--- src/rtl/p88_stream_loader.sv ---
// rtl/p88_stream_loader.sv - P88 (C8 section / CA start vector) stream loader; optional checksum record via P88_CHECKSUM_EN
module p88_stream_loader #(
  parameter int ADDR_W    = 20,
  parameter int LEN_W     = 16,
  parameter int VEC_AW    = 3,
  parameter int WR_CYCLES = 1
) (
  input  logic              clk_sys,
  input  logic              reset,
  input  logic              ioctl_download,
  input  logic              ioctl_wr,
  input  logic [7:0]        ioctl_dout,
  output logic              ioctl_wait,
  output logic              hold_reset,
  output logic [ADDR_W-1:0] mem_addr,
  output logic [7:0]        mem_din,
  output logic              mem_wr,
  output logic [VEC_AW-1:0] vec_addr,
  output logic [7:0]        vec_din,
  output logic              vec_wr,
  output logic              load_err,
  output logic [23:0]       bytes_loaded
);

  typedef enum logic [4:0] {
    S_IDLE, S_CMD, S_SEG_L, S_SEG_H, S_OFF_L, S_OFF_H, S_SKIP0, S_SKIP1,
    S_LEN_L, S_LEN_H, S_DATA, S_VSEG_L, S_VSEG_H, S_VOFF_L, S_VOFF_H,
    S_VEC, S_CSUM, S_ERR
  } state_t;

  localparam logic [3:0] WR_N = 4'(WR_CYCLES);

  state_t            r_state;
  logic              r_dl_q;
  logic              r_wait, r_hold, r_mem_wr, r_vec_wr, r_err;
  logic [ADDR_W-1:0] r_addr;
  logic [7:0]        r_mem_din, r_vec_din;
  logic [VEC_AW-1:0] r_vec_addr;
  logic [23:0]       r_bytes;
  logic [LEN_W-1:0]  r_len;
  logic [15:0]       r_seg;
  logic [7:0]        r_off_lo, r_off_hi, r_len_lo;
  logic [3:0]        r_wcnt;
  logic [2:0]        r_vidx;

  logic              w_acc, w_rise, w_fall;
  logic [15:0]       w_off, w_hdr_len;
  logic [20:0]       w_phys;
  logic [LEN_W-1:0]  w_len_new;
  logic [7:0]        w_vec_next;

  assign w_acc     = ioctl_wr && !r_wait && (r_state != S_IDLE);
  assign w_rise    = ioctl_download && !r_dl_q;
  assign w_fall    = !ioctl_download && r_dl_q;
  assign w_off     = {ioctl_dout, r_off_lo};
  assign w_phys    = {1'b0, r_seg, 4'b0000} + {5'b00000, w_off};
  assign w_hdr_len = {ioctl_dout, r_len_lo};
  assign w_len_new = LEN_W'(w_hdr_len);

  assign ioctl_wait   = r_wait;
  assign hold_reset   = r_hold;
  assign mem_addr     = r_addr;
  assign mem_din      = r_mem_din;
  assign mem_wr       = r_mem_wr;
  assign vec_addr     = r_vec_addr;
  assign vec_din      = r_vec_din;
  assign vec_wr       = r_vec_wr;
  assign load_err     = r_err;
  assign bytes_loaded = r_bytes;

  // Byte for the vector write following the one at index r_vidx (FAR JMP operand order)
  always_comb begin
    w_vec_next = r_seg[15:8];
    case (r_vidx)
      3'd0:    w_vec_next = r_off_lo;
      3'd1:    w_vec_next = r_off_hi;
      3'd2:    w_vec_next = r_seg[7:0];
      default: w_vec_next = r_seg[15:8];
    endcase
  end

`ifdef P88_CHECKSUM_EN
  logic [7:0] r_sum;

  // Running sum of every accepted byte since the download started
  always_ff @(posedge clk_sys or posedge reset) begin
    if (reset)       r_sum <= '0;
    else if (w_rise) r_sum <= '0;
    else if (w_acc)  r_sum <= r_sum + ioctl_dout;
  end
`endif

  // Record parser, write strobe sequencing and download edge handling
  always_ff @(posedge clk_sys or posedge reset) begin
    if (reset) begin
      r_state    <= S_IDLE;
      r_dl_q     <= 1'b0;
      r_wait     <= 1'b0;
      r_hold     <= 1'b0;
      r_mem_wr   <= 1'b0;
      r_vec_wr   <= 1'b0;
      r_err      <= 1'b0;
      r_addr     <= '0;
      r_mem_din  <= '0;
      r_vec_din  <= '0;
      r_vec_addr <= '0;
      r_bytes    <= '0;
      r_len      <= '0;
      r_seg      <= '0;
      r_off_lo   <= '0;
      r_off_hi   <= '0;
      r_len_lo   <= '0;
      r_wcnt     <= '0;
      r_vidx     <= '0;
    end else begin
      r_dl_q <= ioctl_download;
      if (w_fall) begin
        // Download ended: release the system and abort any write in flight
        r_hold   <= 1'b0;
        r_wait   <= 1'b0;
        r_mem_wr <= 1'b0;
        r_vec_wr <= 1'b0;
        r_state  <= S_IDLE;
      end else if (w_rise) begin
        r_hold  <= 1'b1;
        r_err   <= 1'b0;
        r_bytes <= '0;
        r_state <= S_CMD;
      end else begin
        case (r_state)
          S_CMD: if (w_acc) begin
            case (ioctl_dout)
              8'hC8: r_state <= S_SEG_L;
              8'hCA: r_state <= S_VSEG_L;
`ifdef P88_CHECKSUM_EN
              8'hCF: r_state <= S_CSUM;
`endif
              default: begin
                r_err   <= 1'b1;
                r_state <= S_ERR;
              end
            endcase
          end
          S_SEG_L: if (w_acc) begin r_seg[7:0]  <= ioctl_dout; r_state <= S_SEG_H; end
          S_SEG_H: if (w_acc) begin r_seg[15:8] <= ioctl_dout; r_state <= S_OFF_L; end
          S_OFF_L: if (w_acc) begin r_off_lo    <= ioctl_dout; r_state <= S_OFF_H; end
          S_OFF_H: if (w_acc) begin r_addr <= ADDR_W'(w_phys); r_state <= S_SKIP0; end
          S_SKIP0: if (w_acc) r_state <= S_SKIP1;
          S_SKIP1: if (w_acc) r_state <= S_LEN_L;
          S_LEN_L: if (w_acc) begin r_len_lo <= ioctl_dout; r_state <= S_LEN_H; end
          S_LEN_H: if (w_acc) begin
            r_len   <= w_len_new;
            r_state <= (w_len_new == '0) ? S_CMD : S_DATA;
          end
          S_DATA: begin
            if (r_mem_wr) begin
              // Last strobe cycle: advance pointers so the gap cycle sees the new address
              if (r_wcnt == 4'd1) begin
                r_mem_wr <= 1'b0;
                r_addr   <= r_addr + ADDR_W'(1);
                r_len    <= r_len - LEN_W'(1);
                if (r_bytes != 24'hFFFFFF) r_bytes <= r_bytes + 24'd1;
              end else begin
                r_wcnt <= r_wcnt - 4'd1;
              end
            end else if (r_wait) begin
              r_wait <= 1'b0;
              if (r_len == '0) r_state <= S_CMD;
            end else if (w_acc) begin
              r_mem_din <= ioctl_dout;
              r_mem_wr  <= 1'b1;
              r_wait    <= 1'b1;
              r_wcnt    <= WR_N;
            end
          end
          S_VSEG_L: if (w_acc) begin r_seg[7:0]  <= ioctl_dout; r_state <= S_VSEG_H; end
          S_VSEG_H: if (w_acc) begin r_seg[15:8] <= ioctl_dout; r_state <= S_VOFF_L; end
          S_VOFF_L: if (w_acc) begin r_off_lo    <= ioctl_dout; r_state <= S_VOFF_H; end
          S_VOFF_H: if (w_acc) begin
            // First vector byte is the FAR JMP opcode
            r_off_hi   <= ioctl_dout;
            r_vec_din  <= 8'hEA;
            r_vec_addr <= '0;
            r_vidx     <= 3'd0;
            r_vec_wr   <= 1'b1;
            r_wcnt     <= WR_N;
            r_wait     <= 1'b1;
            r_state    <= S_VEC;
          end
          S_VEC: begin
            if (r_vec_wr) begin
              if (r_wcnt == 4'd1) begin
                r_vec_wr   <= 1'b0;
                r_vec_addr <= r_vec_addr + VEC_AW'(1);
                if (r_vidx == 3'd4) begin
                  r_wait  <= 1'b0;
                  r_state <= S_CMD;
                end
              end else begin
                r_wcnt <= r_wcnt - 4'd1;
              end
            end else begin
              r_vidx    <= r_vidx + 3'd1;
              r_vec_din <= w_vec_next;
              r_vec_wr  <= 1'b1;
              r_wcnt    <= WR_N;
            end
          end
`ifdef P88_CHECKSUM_EN
          S_CSUM: if (w_acc) begin
            // r_sum already includes the 0xCF command byte; back it out
            if (ioctl_dout == (r_sum - 8'hCF)) begin
              r_state <= S_CMD;
            end else begin
              r_err   <= 1'b1;
              r_state <= S_ERR;
            end
          end
`endif
          default: ;
        endcase
      end
    end
  end

endmodule

--- config.mk ---
export PLATFORM = sky130hd
export DESIGN_NAME = p88_stream_loader
export DESIGN_NICKNAME = d
export VERILOG_FILES = /design/src/rtl/p88_stream_loader.sv
export SDC_FILE = /design/constraint.sdc
export NUM_CORES = 1
export LEC_CHECK = 0
export ABC_AREA = 1
export ABC_CLOCK_PERIOD_IN_PS = 6770
export CAP_MARGIN = 0
export CORE_ASPECT_RATIO = 1.5
export CORE_MARGIN = 1
export CORE_UTILIZATION = 46
export CTS_BUF_LIST = sky130_fd_sc_hd__clkbuf_4
export DETAILED_ROUTE_END_ITERATION = 8
export GPL_ROUTABILITY_DRIVEN = 1
export HOLD_SLACK_MARGIN = 0.15
export PLACE_DENSITY = 0.71
export SYNTH_ARGS = -nofsm -noshare
export SYNTH_HDL_FRONTEND = slang
export SYNTH_SLANG_ARGS = --single-unit
--- constraint.sdc ---
create_clock -name clk_sys -period 6.77 [get_ports clk_sys]
set_input_delay 1.6925 -clock clk_sys [delete_from_list [all_inputs] [get_ports clk_sys]]
set_output_delay 1.6925 -clock clk_sys [all_outputs]
set_load 0.05 [all_outputs]
Word level (Yosys, flattened, before mapping)
Cells that the tools add are included.
Widths: inputs -> output; s select.
{ "totals": {"register_bits": 137, "inputBits": 12, "output_inout_bits": 68, "elab_cells": 213} }
{ "classes": {"add_sub_neg": 7, "n_eq_ne": 57, "mux": 78, "bitwise": 4, "reduce_logical": 47} }
{ "op_table": {"columns": ["cell", "n"], "rows": [
  ["$mux 24", 5],
  ["$mux 5", 21],
  ["$ne 4x4->1 const B", 19],
  ["$pmux 5 s15", 1],
  ["$mux 20", 3],
  ["$mux 16", 3],
  ["$eq 5x4->1 const B", 8],
  ["$pmux 20 s2", 1],
  ["$logic_not 16->1", 2],
  ["$pmux 16 s2", 1],
  ["$reduce_and 4->1", 7],
  ["$add 24x1->24 const B", 1],
  ["$mux 4", 6],
  ["$ne 24x24->1 const B", 1],
  ["$pmux 8 s3", 1],
  ["$reduce_and 6->1", 4],
  ["$mux 1", 23],
  ["$reduce_bool 2->1", 11],
  ["$add 20x1->20 const B", 1],
  ["$add 20x16->20", 1],
  ["$eq 5x3->1 const B", 4],
  ["$reduce_and 20->1", 1],
  ["$ne 3x3->1 const B", 6],
  ["$reduce_bool 17->1", 1],
  ["other kinds (32)", 61]
]} }

Depth between registers and ports, before layout
Gate-level depths: netlist of run 1.
{ "logic_depth": {"depth_word": 9, "mapped_depth": 13, "ltp_nobuf": 13} }

Worst setup path before layout of run 1
Ideal clock, no wire load.
{ "synth_path": {"path_kind": "input-to-reg", "from": "input ioctl_download", "to": "register r_vec_din[4] (netlist: vec_din[4])", "setup_time_ps": 132, "arrival_time_ps": 2993, "t_required_ps": 6638, "path_slack_ps": 3645, "cell_stages": 9, "cell_sequence": "inv_1 -> ha_1 -> nor2_1 -> inv_1 -> nor3_4 -> inv_2 -> buf_6 -> nand2_1 -> o21ai_0"} }
{ "synth_between": {"elab_chain_len": 4, "elab_cells_between_ends": 6, "cone_classes": "bitwise (2); reduce/logical (4)"} }
{ "synth_rtl": {"columns": ["element", "line", "text"], "rows": [
  ["start, declared", "10", "input logic ioctl_download,"],
  ["$logic_not 1->1", "54", "assign w_fall = !ioctl_download && r_dl_q;"],
  ["$logic_and 1x1->1", "54", null],
  ["$not 1->1 (no line)", null, null],
  ["$reduce_and 5->1 (no line) (*)", null, null],
  ["end signal, assigned", "204", "r_vec_din <= w_vec_next;"],
  ["end, declared", "37", "logic [7:0] r_mem_din, r_vec_din;"]
]} }
Every way passes the cells marked *; elsewhere a longest branch is shown, timed or not.
A chain may end at the register's enable or synchronous reset.

Worst setup path after layout of run 1
{ "layout_path": {"from": "input ioctl_download", "to": "register r_len[4]"} }
{ "layout_between": {"elab_chain_len": 4, "elab_cells_between_ends": 6, "cone_classes": "bitwise (2); reduce/logical (4)"} }
{ "layout_rtl": {"columns": ["element", "line", "text"], "rows": [
  ["$logic_not 1->1", "54", null],
  ["$logic_and 1x1->1", "54", null],
  ["$not 1->1 (no line)", null, null],
  ["$reduce_and 6->1 (no line) (*)", null, null],
  ["end signal, assigned", "152", "r_len <= w_len_new;"],
  ["end signal, assigned", "161", "r_len <= r_len - LEN_W'(1);"],
  ["end, declared", "40", "logic [LEN_W-1:0] r_len;"]
]} }
Marked as above.

==> reports/metrics.cfg, run 1 <==
[run_status]
status = completed

[final_layout]
syn_to_final_growth_pct = 14.3
fin_cells = 1642
stdcell_area_sq_mm = 0.0102
drive_gt1_frac = 0.0477
fillCellCount = 1920
nNetsFinal = 1411

[synth]
synth.top_cells.by_area = dfrtp_1, nand2_1, o21ai_0
synthArstFlopShare = 1.00
ys.flop_type = dfrtp_1
synth_fp_nets = 1342
synth_edf_count = 0
synth_cell_type_count = 47
syn_area_per_cell_sq_um = 6.87
synth.most_common_cell = nand2_1
yosys_warnings = 0
ys_top_cells_by_count = nand2_1, nor2_1, dfrtp_1
synth_top_area_frac = 0.383
synth_cells = 1303
ys_seq_area_frac = 0.383
yosysTopAreaCell = dfrtp_1
synth_area_sq_mm = 0.00895
yosys_register_bits = 137

[global_routing]
grt_util_met2 = 0.492
grt_max_degree = 95
grt_pass1_vias = 8297
antenna_found_initial = 1
grt_first_pass_wirelength_um = 41800
track_usage = 0.271
grt.busiest_layer = met2
met1_usage = 0.301
use_met3 = 0.0449
overflow = 0

[worst_setup_path]
critPathKind = input pin to register
worst_ep_arrival_time_ps = 4620
required_ps = 7250
cp-start-kind = input pin
worst_setup_path_end_kind = register
crit_fanout = 24

[min_path]
min_path_type = register to register

[clock_tree]
htree_levels = 4
cts_tree = done
cts_hold_buf = 0
ctsResizeCount = 0
cts_buffers = 17
cts_buffer_depth = 2
cts_sinks = 137
cts.reportedPaths.clkPinSlew_ps = 120
clock_latency_ps = 590
clockRootBuffer = clkbuf_4
cts_setup_buffers = 0

[route]
wirelength_um = 25800
via_per_inst = 5.37
first_iter_violations = 508
wire_per_inst_um = 15.7
dr.pass1.iters = 5
drc = 0
ant_nets = 0
vias = 8823

[sta]
setup_viol = 0
timing.setup.tns_ps = 0
relSlewSlack = 0.365
fin_worst_skew_ps = 27.1
drv_slew = 0
hold_slack_ps = 490
hold_viol = 0
fmax_mhz = 242
fin_crit_sh = 0.610
period_minus_slack_ps = 4130
worst_slew_pin_slew_ps = 952
rsz0062_at_grt = no

[placement]
gp_congestion = 0.928
post_dp_cell_area_sq_mm = 0.00992
port_buffers = 79
dp_cells = 1609
detailed_place_hpwl_um = 19100

[power_and_ir_drop]
max-vdd-ir-drop_uv = 128
p_leak_nw = 4.80
p_total_w = 0.00322
power.density_mw_per_mm2 = 315

[die]
ios = 80
start_util = 0.469
coreArea_sq_mm = 0.0191
die_area_sq_mm = 0.0200
die_x_um = 116
dieHeight_um = 173
rows = 62

[flow_run]
drv_cap = 0

-- routing by layer --
layer,vias to the layer above,share of wire
met4,0,0.039
met3,73,0.037
li1,4371,-
met1,4133,0.39
met5,-,0
met2,246,0.53
-- metrics by stage --
stage	utilization	worst slack, ps
after floorplan	-	1410
after global placement	0.520	2110
after detailed placement	0.520	2040
after CTS	0.536	2680
after global routing	0.536	2450
final	0.536	2640
-- report_power, final --
group          switching (W)  internal (W)  leakage, nW  total, W
Combinational       0.000904      0.000445         2.83   0.00135
Clock               0.000328      0.000286        0.160  0.000614
Sequential          0.000245       0.00101         1.81   0.00125
-- final cells by class --
| class | instances | area [sq um] | area share |
|---|---|---|---|
| Multi-Input combinational cell | 999 | 4850 | 0.474 |
| Sequential cell | 137 | 3430 | 0.335 |
| Timing Repair Buffer | 81 | 806 | 0.0788 |
| Inverter | 136 | 515 | 0.0504 |
| Tap cell | 256 | 320 | 0.0313 |
| Clock inverter | 15 | 183 | 0.0179 |
| Clock buffer | 17 | 128 | 0.0125 |
| Antenna cell | 1 | 2.50 | 0.000245 |
-- worst paths after layout --
kind	start	to	slack [ps]	cells after the start
max	ioctl_download	r_len[4]	2640	8
min	vec_din[3]	vec_din[3]	490	2
max reg2reg	r_state[2]	mem_addr[19]	3660	8
min reg2reg	vec_din[3]	vec_din[3]	490	2
max in group asynchronous	reset	bytes_loaded[23]	4000	3
min in group asynchronous	reset	vec_din[1]	1640	2
-- critical path: stages --
cell             delay [ps]
clkdlybuf4s50_1         460
ha_1                    550
nor2_1                  510
nand2_1                 200
nor2_2                  700
inv_2                   220
o21ai_0                 220
inv_1                    50
-- state kept, by name, summed over array words and instances (netlist names), 8 cells and up --
| signal | cells |
|---|---|
| bytes_loaded | 24 |
| mem_addr | 20 |
| mem_din | 8 |
| r_len | 16 |
| r_len_lo | 8 |
| r_off_hi | 8 |
| r_off_lo | 8 |
| r_seg | 16 |
| vec_din | 8 |
-- cell families after synthesis --
group	after synthesis	share of synthesized area
DFF	137	0.383
xor gates and xnor gates	29	0.0284
and+or+nand+nor	733	0.348
AOI/OAI and AO/OA	210	0.126
adders and majority gates	27	0.0386
buffers and inverters	167	0.0758
-- cells in the final DEF, fill, tap and decap left out, types with 3 or more instances in the layout --
master             n
or2_2              8
o21ai_2            4
nand3_1          107
o22ai_1            4
clkbuf_4          17
ha_1              26
a31oi_1            9
clkinv_1           5
o21ai_1            9
nand4_1           15
clkinvlp_4         3
inv_2              5
dfrtp_1          137
nor2_1           170
clkinv_2           4
nand2_4            4
and2_1             3
inv_1            128
a21oi_1           35
nor2_2             4
o211ai_1           3
bufinv_16          4
xor2_1            25
clkdlybuf4s50_1   79
nor3_1            18
a221oi_1           3
nand2_1          387
o21ai_0          133
xnor2_1            4
nand3b_1           6
(Power assumes the default switching activity.)
==> run 2, diff against run 1 <==
Settings changed: ABC_CLOCK_PERIOD_IN_PS 6770 to 4200.
Clock period 6.77 ns to 4.2 ns, I/O delays scaled along.
==> run 2 against run 1 <==
Via count decreased by 1.2%. Sequential cell count unchanged. Register-to-register slack got worse by 2000 ps. Cell count increased by 0.49%. Sequential power increased by 62%. Largest cell class unchanged. Highest routed layer unchanged.
==> reports/metrics.cfg, run 2 (synthesis gave the netlist of run 1 again) <==
[route]
first_iter_violations = 436  ; was 508
met2_length_um = 13300  ; was 13700 um
drc = 0  ; unchanged
wl_met3_um = 1080  ; was 966 um
via_per_inst = 5.28  ; was 5.37
dr.pass1.iters = 5  ; unchanged
m1WireLength_um = 9800  ; was 10200 um
ant_nets = 0  ; unchanged
wirelength_um = 25700  ; was 25800 um
top_layer = met4  ; unchanged
wire_per_inst_um = 15.6  ; was 15.7 um
vias = 8715  ; was 8823

[final_layout]
drive_gt1_frac = 0.0553  ; was 0.0477
layout_commonest_cell = nand2_1  ; unchanged
stdcell_area_sq_mm = 0.0103  ; was 0.0102 sq mm
fillCellCount = 1969  ; was 1920
largest_reg_flops = 24  ; unchanged
nNetsFinal = 1419  ; was 1411
syn_to_final_growth_pct = 14.8  ; was 14.3%
mostFrequentLayoutCells = nand2_1, nor2_1, dfrtp_1  ; unchanged

[clock_tree]
cts_tree = done  ; unchanged
cts_hold_buf = 0  ; unchanged
ctsResizeCount = 0  ; unchanged
cts_buffer_depth = 2  ; unchanged
cts_setup_buffers = 0  ; unchanged
cts.reportedPaths.clkPinSlew_ps = 120  ; about the same
htree_levels = 4  ; unchanged
clockRootBuffer = clkbuf_4  ; unchanged
cts_buffers = 17  ; unchanged
cts_sinks = 137  ; unchanged
clock_latency_ps = 590  ; about the same

[die]
dieHeight_um = 173  ; unchanged
rows = 62  ; unchanged
die_x_um = 116  ; unchanged
ios = 80  ; unchanged
die_area_sq_mm = 0.0200  ; unchanged
start_util = 0.469  ; unchanged
coreArea_sq_mm = 0.0191  ; unchanged

[worst_setup_path]
crit_fanout = 13  ; was 24
critPathKind = input pin to register  ; unchanged
cp-start-kind = input pin  ; unchanged
worst_setup_path_end_kind = register  ; unchanged
worst_ep_arrival_time_ps = 3490  ; was 4620 ps
required_ps = 4700  ; was 7250 ps
r2r_setup_slack_ps = 1700  ; was 3660 ps

[power_and_ir_drop]
comb_power_share = 0.422  ; was 0.419
seqPwrFrac = 0.393  ; was 0.390
clockPowerShare = 0.185  ; was 0.191
p_leak_nw = 4.82  ; was 4.80 nW
power.density_mw_per_mm2 = 501  ; was 315 mW/mm^2
swShare = 0.464  ; was 0.459
p_int_w = 0.00276  ; was 0.00174 W
max-vdd-ir-drop_uv = 212  ; was 128 uV
p_switching_w = 0.00239  ; was 0.00148 W

[run_status]
status = completed  ; unchanged

[sta]
period_minus_slack_ps = 2990
drv_slew = 0  ; unchanged
relSlewSlack = 0.555  ; was 0.365
fin_worst_skew_ps = 20.3  ; was 27.1 ps
fmax_mhz = 334
fin_ws_ps = 1210  ; was 2640 ps
timing.setup.tns_ps = 0  ; unchanged
setup_viol = 0  ; unchanged
rsz0062_at_grt = no  ; unchanged
hold_slack_ps = 483  ; was 490 ps
fin_crit_sh = 0.712
worst_slew_pin_slew_ps = 667  ; was 952 ps
hold_viol = 0  ; unchanged

[global_routing]
track_usage = 0.271  ; about the same
antenna_found_initial = 1  ; unchanged
grt_pass1_vias = 8513  ; was 8297
grt_max_degree = 52  ; was 95
overflow = 0  ; unchanged
grt_first_pass_wirelength_um = 41800  ; about the same

[flow_run]
drv_cap = 0  ; unchanged

[min_path]
min_path_type = register to register  ; unchanged

[placement]
post_dp_cell_area_sq_mm = 0.00997  ; was 0.00992 sq mm
pre_cts_slack_ps = 639  ; was 2040 ps
port_buffers = 79  ; unchanged
detailed_place_hpwl_um = 19700  ; was 19100 um
gp_congestion = 0.973  ; was 0.928

[run 2: area by class of cell]
type / instances / area [sq um] / share of cell area
flip-flops and latches: 137 / 3430 / 0.333
repair buffers: 89 / 866 / 0.0842
inverters: 136 / 514 / 0.0500
well taps: 256 / 320 / 0.0312
diodes: 1 / 2.50 / 0.000243
clock buffers: 17 / 128 / 0.0124
multi-input cells: 999 / 4850 / 0.471
clock inverters: 15 / 176 / 0.0172
[run 2: worst max-delay path: stages]
cell and delay [ps]:
clkdlybuf4s50_1 530, inv_1 60, ha_1 280, nor2_1 380, nand2_1 220, nor2_2 490
buf_4 280, nor2_1 60, a31oi_1 150
[run 2: path summary, 6_finish.rpt]
path	from	endpoint	depth (start not counted)
max	ioctl_download	r_len[6]	9
max in group asynchronous	reset	r_len[11]	3
min in group asynchronous	reset	vec_addr[0]	3
max reg2reg	bytes_loaded[0]	bytes_loaded[20]	10
min reg2reg	vec_din[1]	vec_din[1]	2
min	vec_din[1]	vec_din[1]	2
[run 2: layer usage]
metal,up-vias,GRT usage
li1,4389,-
met1,4005,0.291
met2,226,0.476
met3,95,0.0526
met4,0,0.175
met5,-,0
[run 2: metrics by stage]
step	util	cells	total power [W]
finish	0.539	1650	0.00515
global route	0.539	1650	0.00550
CTS	0.539	1649	0.00516
detailed placement	0.523	1617	0.00421
global placement	0.523	1617	0.00418
floorplan	-	1303	0.00352
[run 2: power by group through the flow]
stage	logic [W]	registers, W	clock network (W)
final	0.00217	0.00203	0.000952
after global routing	0.00242	0.00207	0.00101
after CTS	0.00217	0.00202	0.000968
after detailed placement	0.00216	0.00204	0
after global placement	0.00214	0.00204	0
after floorplan	0.00121	0.00232	0
